--- src/rtl/led_pwm_driver_if.sv ---
// led_pwm_driver_if
// Configuration bus between a bus master and the LED PWM driver.
//   we     : write strobe, a write lands on the clock edge where it is high
//   addr   : register select (0 = CTRL, 1 = PRESCALE, 2 = BLINKMASK, 3 = unused)
//   byteen : per-byte write enable, bit i qualifies wd[8i+7:8i]
//   wd     : write data
//   rd     : combinational read data of the register selected by addr
interface led_pwm_driver_if;
  logic        we;
  logic [1:0]  addr;
  logic [3:0]  byteen;
  logic [31:0] wd;
  logic [31:0] rd;

  modport master (output we, output addr, output byteen, output wd, input rd);
  modport slave  (input we, input addr, input byteen, input wd, output rd);
endinterface

--- src/rtl/led_pwm_driver.sv ---
// led_pwm_driver
// Dims and blinks a 32-bit LED pattern before it reaches the board pins.
// A prescaler produces ticks, ticks advance an 8-bit PWM counter compared
// against a duty value, and every 16 PWM periods a blink state toggles so
// that LEDs selected in BLINKMASK switch off for alternate phases.
//   clk      : system clock, all state changes on its rising edge
//   reset    : synchronous, active-high
//   bus      : configuration register bus (slave side)
//   light_in : active-high LED pattern from the upstream LED register
//   led_n    : registered, active-low drive to the LED pins
module led_pwm_driver (
  input  logic                    clk,
  input  logic                    reset,
  led_pwm_driver_if.slave         bus,
  input  logic [31:0]             light_in,
  output logic [31:0]             led_n
);

  typedef enum logic {
    BLINK_ON  = 1'b0,
    BLINK_OFF = 1'b1
  } blinkState_e;

  logic        enable_q, enable_d;
  logic        blinkEn_q, blinkEn_d;
  logic [7:0]  duty_q, duty_d;
  logic [15:0] prescale_q, prescale_d;
  logic [31:0] blinkMask_q, blinkMask_d;
  logic [15:0] presCnt_q, presCnt_d;
  logic [7:0]  pwmCnt_q, pwmCnt_d;
  logic [3:0]  blinkDiv_q, blinkDiv_d;
  blinkState_e state_q, state_d;
  logic [31:0] ledN_q, ledN_d;

  logic        prescaleWrite;
  logic        tick;
  logic        wrap;
  logic        pwmOn;
  logic        blinkOff;

  // Register writes: only bytes with their enable set are merged, and only
  // the implemented bits of each register are ever stored. prescaleWrite
  // flags a write that touches the stored PRESCALE bytes so the prescaler
  // count can be reloaded with the fresh value on the same edge.
  always_comb begin
    enable_d      = enable_q;
    blinkEn_d     = blinkEn_q;
    duty_d        = duty_q;
    prescale_d    = prescale_q;
    blinkMask_d   = blinkMask_q;
    prescaleWrite = 1'b0;
    if (bus.we) begin
      case (bus.addr)
        2'd0: begin
          if (bus.byteen[0]) begin
            enable_d  = bus.wd[0];
            blinkEn_d = bus.wd[1];
          end
          if (bus.byteen[1]) begin
            duty_d = bus.wd[15:8];
          end
        end
        2'd1: begin
          if (bus.byteen[0]) begin
            prescale_d[7:0] = bus.wd[7:0];
          end
          if (bus.byteen[1]) begin
            prescale_d[15:8] = bus.wd[15:8];
          end
          prescaleWrite = |bus.byteen[1:0];
        end
        2'd2: begin
          for (int i = 0; i < 4; i++) begin
            if (bus.byteen[i]) begin
              blinkMask_d[8*i +: 8] = bus.wd[8*i +: 8];
            end
          end
        end
        default: begin
        end
      endcase
    end
  end

  // Timing chain. All decisions use the current register values, so a write
  // landing together with a tick only matters from the next cycle on; the one
  // exception is a PRESCALE write, which reloads the count immediately.
  // While disabled everything is pinned to its reset value so that enabling
  // restarts the pattern from a known phase.
  always_comb begin
    tick       = enable_q && (presCnt_q == 16'd0);
    wrap       = tick && (pwmCnt_q == 8'hFF);
    presCnt_d  = presCnt_q;
    pwmCnt_d   = pwmCnt_q;
    blinkDiv_d = blinkDiv_q;
    state_d    = state_q;
    if (!enable_q) begin
      presCnt_d  = 16'd0;
      pwmCnt_d   = 8'd0;
      blinkDiv_d = 4'd0;
      state_d    = BLINK_ON;
    end else begin
      if (prescaleWrite) begin
        presCnt_d = prescale_d;
      end else if (tick) begin
        presCnt_d = prescale_q;
      end else begin
        presCnt_d = presCnt_q - 16'd1;
      end
      if (tick) begin
        pwmCnt_d = pwmCnt_q + 8'd1;
      end
      if (wrap) begin
        blinkDiv_d = blinkDiv_q + 4'd1;
        if (blinkDiv_q == 4'hF) begin
          state_d = (state_q == BLINK_ON) ? BLINK_OFF : BLINK_ON;
        end
      end
    end
  end

  // Output gating. Full duty bypasses the compare so 0xFF means always on,
  // and the blink state keeps running even when blinking is not enabled.
  always_comb begin
    pwmOn    = (duty_q == 8'hFF) || (pwmCnt_q < duty_q);
    blinkOff = blinkEn_q && (state_q == BLINK_OFF);
    ledN_d   = ~(light_in & {32{enable_q & pwmOn}} & ~(blinkMask_q & {32{blinkOff}}));
  end

  // All state, including the blink state machine and the output register.
  // Reset wins over any write presented on the same edge.
  always_ff @(posedge clk) begin
    if (reset) begin
      enable_q    <= 1'b1;
      blinkEn_q   <= 1'b0;
      duty_q      <= 8'hFF;
      prescale_q  <= 16'd0;
      blinkMask_q <= 32'd0;
      presCnt_q   <= 16'd0;
      pwmCnt_q    <= 8'd0;
      blinkDiv_q  <= 4'd0;
      state_q     <= BLINK_ON;
      ledN_q      <= 32'hFFFF_FFFF;
    end else begin
      enable_q    <= enable_d;
      blinkEn_q   <= blinkEn_d;
      duty_q      <= duty_d;
      prescale_q  <= prescale_d;
      blinkMask_q <= blinkMask_d;
      presCnt_q   <= presCnt_d;
      pwmCnt_q    <= pwmCnt_d;
      blinkDiv_q  <= blinkDiv_d;
      state_q     <= state_d;
      ledN_q      <= ledN_d;
    end
  end

  // Read mux; unimplemented bits and the unused address read as zero.
  always_comb begin
    case (bus.addr)
      2'd0:    bus.rd = {16'd0, duty_q, 6'd0, blinkEn_q, enable_q};
      2'd1:    bus.rd = {16'd0, prescale_q};
      2'd2:    bus.rd = blinkMask_q;
      default: bus.rd = 32'd0;
    endcase
  end

  assign led_n = ledN_q;

endmodule

--- src/flat_wrapper.sv ---
// flat-port wrapper written by rule: the top's interface ports become plain ports
module led_pwm_driver_flat 
  (clk, reset, light_in, led_n, bus_we, bus_addr, bus_byteen, bus_wd, bus_rd);
  led_pwm_driver_if bus_i ();
  input  logic clk;
  input  logic reset;
  input  logic [31:0] light_in;
  output logic [31:0] led_n;
  input wire logic [$bits(bus_i.we)-1:0] bus_we;
  input wire logic [$bits(bus_i.addr)-1:0] bus_addr;
  input wire logic [$bits(bus_i.byteen)-1:0] bus_byteen;
  input wire logic [$bits(bus_i.wd)-1:0] bus_wd;
  output wire logic [$bits(bus_i.rd)-1:0] bus_rd;
  assign bus_i.we = bus_we;
  assign bus_i.addr = bus_addr;
  assign bus_i.byteen = bus_byteen;
  assign bus_i.wd = bus_wd;
  assign bus_rd = bus_i.rd;
  led_pwm_driver u_core (.clk(clk), .reset(reset), .bus(bus_i), .light_in(light_in), .led_n(led_n));
endmodule
--- config.mk ---
export PLATFORM = sky130hd
export DESIGN_NAME = led_pwm_driver_flat
export DESIGN_NICKNAME = d
export VERILOG_FILES = /design/src/rtl/led_pwm_driver_if.sv /design/src/rtl/led_pwm_driver.sv /design/src/flat_wrapper.sv
export SDC_FILE = /design/constraint.sdc
export NUM_CORES = 1
export LEC_CHECK = 0
export CELL_PAD_IN_SITES_DETAIL_PLACEMENT = 1
export CELL_PAD_IN_SITES_GLOBAL_PLACEMENT = 1
export CORE_MARGIN = 4
export CORE_UTILIZATION = 41
export CTS_CLUSTER_DIAMETER = 120
export CTS_CLUSTER_SIZE = 40
export DETAILED_ROUTE_END_ITERATION = 10
export DONT_BUFFER_PORTS = 1
export GPL_TIMING_DRIVEN = 0
export PLACE_DENSITY_LB_ADDON = 0.25
export SKIP_CTS_REPAIR_TIMING = 1
export SLEW_MARGIN = 20
export SYNTH_ARGS = -nofsm -noshare
export SYNTH_HDL_FRONTEND = slang
export SYNTH_SLANG_ARGS = --single-unit
--- constraint.sdc ---
create_clock -name clk -period 2.2 [get_ports clk]
set_clock_uncertainty 0.2 [all_clocks]
set_input_delay 0.22 -clock clk [delete_from_list [all_inputs] [get_ports clk]]
set_output_delay 0.22 -clock clk [all_outputs]
set_load 0.05 [all_outputs]
# [Yosys cells after proc, flatten, opt, wreduce, memory -nomap -nowiden]
# Index checks and enable logic that the tools add are counted.
[totals] out_inout_bits=64 elab_cells=54 ff_bits=119
[classes] n_bitwise=7 n_lt_le_gt_ge=1 add_sub_neg=3 n_reduce_logical=15 mux=10 n_eq_ne=5
[ops] operator="32-bit AND" n=3
[ops] operator="32-bit case mux with 3 select lines" n=1
[ops] operator="16-bit 2-to-1 mux" n=4
[ops] operator="32-bit inverter" n=2
[ops] operator="3-bit AND reduction" n=6
[ops] operator="8-bit == test, second input constant" n=2
[ops] operator="16-bit zero test" n=1
[ops] operator="8-bit 2-to-1 mux" n=2
[ops] operator="16-bit by 1-bit subtractor with 16-bit output, second input constant" n=1
[ops] operator="8-bit by 1-bit adder with 8-bit output, second input constant" n=1
[ops] operator="8-bit less-than comparator" n=1
[ops] operator="4-bit by 1-bit adder with 4-bit output, second input constant" n=1
[ops] operator="4-bit == test, second input constant" n=1
[ops] operator="2-bit OR reduction" n=2
[ops] operator="1-bit logical AND" n=3
[ops] operator="1-bit 2-to-1 mux" n=3
[ops] operator="2-bit by 1-bit == test with 1-bit output, second input constant" n=1
[ops] operator="2-bit == test, second input constant" n=1
[ops] operator="2-bit zero test" n=1
[ops] operator="2-bit AND reduction" n=1
[ops] operator="1-bit AND" n=1
[ops] operator="1-bit logical OR" n=1
[ops] operator="1-bit inverter" n=1

# [Longest topological paths before layout]
[depth] depth_word=6 mapped_depth=9 ltp_nobuf=7

# [Worst setup path before layout]
# No wires, ideal clock.
[synth_timing] path_kind="input to output" start="input bus_addr[0]" end="output bus_rd[0]" setup_slack_ns=-0.115 arrival_ns=1.895 cell_stages=3 n_path_buf=1 path_cell_list="buf_1 mux2i_1 o21ai_0"
[synth_between] elab_chain_len=2
[synth_lines] element="from (decl)" line_no="flat_wrapper.sv:10" text="input wire logic [$bits(bus_i.addr)-1:0] bus_addr;"
[synth_lines] element="2-bit == test, or another cell as far along" line_no="led_pwm_driver.sv:160" text="case (bus.addr)"
[synth_lines] element="32-bit case mux with 3 select lines (*)" line_no="led_pwm_driver.sv:160"
[synth_lines] element="to (decl)" line_no="flat_wrapper.sv:13" text="output wire logic [$bits(bus_i.rd)-1:0] bus_rd;"
# Every way passes the cells marked *; elsewhere a longest branch is shown, timed or not.

# [Final worst setup path]
[layout_timing] start="register u_core.duty_q[7]" end="register u_core.ledN_q[26] (netlist: u_core.led_n[26])"
[layout_between] elab_chain_len=6
[layout_lines] element="from (decl)" line_no="led_pwm_driver.sv:26" text="logic [7:0] duty_q, duty_d;"
[layout_lines] element="from (signal assigned)" line_no="led_pwm_driver.sv:147" text="duty_q <= duty_d;"
[layout_lines] element="8-bit less-than comparator / 8-bit == test (equally long branches)" line_no="led_pwm_driver.sv:125" text="pwmOn = (duty_q == 8'hFF) || (pwmCnt_q < duty_q);"
[layout_lines] element="1-bit logical OR (*)" line_no="led_pwm_driver.sv:125"
[layout_lines] element="1-bit AND (*)" line_no="led_pwm_driver.sv:127" text="ledN_d = ~(light_in & {32{enable_q & pwmOn}} & ~(blinkMask_q & {32{blinkOff}}));"
[layout_lines] element="32-bit AND (*) (2 in series)" line_no="led_pwm_driver.sv:127"
[layout_lines] element="32-bit inverter (*)" line_no="led_pwm_driver.sv:127"
[layout_lines] element="to (signal assigned)" line_no="led_pwm_driver.sv:154" text="ledN_q <= ledN_d;"
[layout_lines] element="to (decl)" line_no="led_pwm_driver.sv:33" text="logic [31:0] ledN_q, ledN_d;"
# Marks and branches as above.
# A chain may end at the register's enable or synchronous reset.

==> impl_metrics.env <==
export IMPL_gp_congestion=0.900
export IMPL_initial_utilization=0.419
export IMPL_die_x_um=122
export IMPL_postRouteAntennaNets=0
export IMPL_status="finished, violations left"
export IMPL_core_um2=12700
export IMPL_drive_gt1_frac=0.126
export IMPL_io_pins=137
export IMPL_min_from="bus_wd[8]"
export IMPL_drtPass1Iterations=5
export IMPL_cts_sinks=119
export IMPL_reg2regPathDepth=6
export IMPL_synth_area_um2=5310
export IMPL_grtUsageTotal=0.244
export IMPL_critPathMaxFanout=10
export IMPL_hold_class="input pin to flop"
export IMPL_critPathLaunchType="flop"
export IMPL_drtIter0Drc=489
export IMPL_yosys_top_cells_area="dfxtp_1, nand2_1, o211ai_1"
export IMPL_relSlewSlack=0.463
export IMPL_cts_buffer_depth=2
export IMPL_vias_per_cell=6.01
export IMPL_worstPathRequired_ns=2.28
export IMPL_chipHeight_um=122
export IMPL_cts_max_level=4
export IMPL_setup_tns_ns=-0.188
export IMPL_syn_inst=647
export IMPL_failed_checks="negative hold slack, negative setup slack"
export IMPL_slew_violations=0
export IMPL_async_flop_share=0
export IMPL_path_buf_inv=2
export IMPL_clockRootBuffer="clkbuf_16"
export IMPL_worst_hold_slack_ns=-0.0124
export IMPL_synth_cell_type_count=47
export IMPL_avgRoutedWirePerCell_um=24.4
export IMPL_vias=5616
export IMPL_yosysWarnings=0
export IMPL_yosysMostFrequentCell="nand2_1"
export IMPL_rsz0062_at_grt="yes"
export IMPL_crit_arrival_ns=2.47
export IMPL_rrSetupSlack_ns=-0.19
export IMPL_yosys_area_top_type_share=0.449
export IMPL_path_clk_slew_ns=0.06
export IMPL_syn_num_nets=731
export IMPL_drc=0
export IMPL_synth_edf_count=0
export IMPL_grt_max_degree=17
export IMPL_syn2layout_area_growth_pct=35.0
export IMPL_cpMaxStageDelayCell="o311a_4"
export IMPL_regToRegStartpoint="u_core.duty_q[7]"
export IMPL_setup_violations=2
export IMPL_row_count=41
export IMPL_maxCapViolCount=0
export IMPL_peakVddDrop_mv=0.593
export IMPL_critPathMaxStageDelay_ns=0.47
export IMPL_hold_depth=4
export IMPL_end_kind="flop"
export IMPL_path_class="flop to flop"
export IMPL_finalHoldViolCount=1
export IMPL_wl_um=22800
export IMPL_path_cells="inv_1, ha_1, nand4_1, o311a_4, buf_4, o211ai_1"
export IMPL_antenna_found_initial=0
export IMPL_ys_seq_elements=119
export IMPL_antennaDiodeCount=0
export IMPL_worst_pin_slew_ns=0.806
export IMPL_grt_pass1_vias=5109
export IMPL_netlist_top_cell_by_area="dfxtp_1"
export IMPL_tritoncts="done"
export IMPL_fin_total_pwr_mw=7.54
export IMPL_whs_endpoint="u_core.presCnt_q[8]"
export IMPL_period_share=1.08
export IMPL_hpwl_um=13600
export IMPL_grt_overflow=0
export IMPL_setup_ws_ns=-0.185
export IMPL_grt_pass1_wl_um=27900
export IMPL_cellLeakagePower_nw=2.74
export IMPL_synth_flop_cell="dfxtp_1"
export IMPL_r2r_end="u_core.led_n[26]"
export IMPL_avgSynthCellArea_um2=8.21
export IMPL_ys_seq_area_frac=0.449
export IMPL_clkLatencyLatePin_ns=0.43
export IMPL_powerDensity_nw_per_um2=1050
export IMPL_nets=833
export IMPL_cts_inserted_buffers=17
export IMPL_period_minus_slack_ns=2.39
export IMPL_fmax_ghz=0.419
export IMPL_dieArea_um2=14800
export IMPL_cpLargestDelayFamily="compound AO/OA/AOI/OAI gates"
export IMPL_netlist_top_cells_count="nand2_1, dfxtp_1, a21oi_1"
export IMPL_port_buffers=0
## tightest hold or removal path: cells and delay by family
kind            cells  cell delay (ns)
simple gates        1             0.08
compound gates      3             0.25
## per-layer routing
metal,up-vias,track usage,wire length (µm)
met5,-,0,0
met4,0,0.0735,1030
met3,69,0.0696,1670
met2,245,0.433,11600
met1,2808,0.284,8500
li1,2494,-,-
## cell usage in the layout (no fill, tap or decap), drive strengths merged, types with 2 or more instances in the layout
master	instances
a211o	3
a211oi	3
a21boi	7
a21o	4
a21oi	47
a221oi	2
a22o	6
and2	18
and3	8
and3b	2
buf	18
bufinv	3
clkbuf	53
clkinv	9
dfxtp	119
dlygate4sd3	74
ha	11
inv	11
mux2i	19
nand2	153
nand3	11
nand4	9
nor2	34
nor2b	5
nor3	18
nor4	8
o211ai	41
o21ai	23
o22ai	8
o32ai	4
or4	3
xnor2	11
xor2	4
## stage by stage
step / setup slack (ns) / instance area (µm²) / utilization / cells
2_1_floorplan: 0.112 / 5310 / - / 647
3_5_place_dp: -0.501 / 5530 / 0.436 / 819
5_1_grt: -0.241 / 7170 / 0.566 / 934
6_report: -0.185 / 7170 / 0.566 / 934
3_3_place_gp: -0.452 / 5530 / 0.436 / 819
4_1_cts: -0.314 / 6130 / 0.483 / 851
## state kept, by name, indices dropped and copies added, names as in the netlist, 4 cells and up
name                flops
u_core.presCnt_q       16
u_core.duty_q           8
u_core.blinkDiv_q       4
u_core.pwmCnt_q         8
u_core.blinkMask_q     32
u_core.led_n           32
u_core.prescale_q      16
## cells by family (layout without fill, tap and decap cells)
kind of cell	count (synthesis)	count (layout)	share of synthesized area
and+or+nand+nor	274	274	0.237
muxes	19	19	0.0358
adders and majority gates	11	11	0.0259
DFF	119	119	0.449
AOI/OAI and AO/OA	155	155	0.189
xor gates and xnor gates	15	15	0.0247
buffers and inverters	54	169	0.0389
## where the power goes
part	switching [mW]	internal, mW
logic	1.13	0.804
registers	0.395	2.35
clock network	1.06	1.81
total	2.58	4.96
## worst max path at each step
stage	start	to	slack (ns)	depth (start not counted)
global route	u_core.duty_q[1]	u_core.led_n[26]	-0.24	7
CTS	u_core.duty_q[5]	u_core.led_n[2]	-0.31	8
finish	u_core.duty_q[7]	u_core.led_n[26]	-0.19	6
floorplan	u_core.presCnt_q[2]	u_core.state_q	0.11	6
global placement	reset	u_core.led_n[5]	-0.45	6
detailed placement	reset	u_core.led_n[2]	-0.50	6
## final cells by class
cell class                      count  area [µm²]
Fill cell                        1489        5500
Multi-Input combinational cell    474        2910
Sequential cell                   119        2390
Timing Repair Buffer               83         806
Clock buffer                       20         447
Tap cell                          172         215
Buffer                             42         208
Clock inverter                     12         153
Inverter                           12        45.0
No activity file was read; power rests on OpenSTA's default activity.
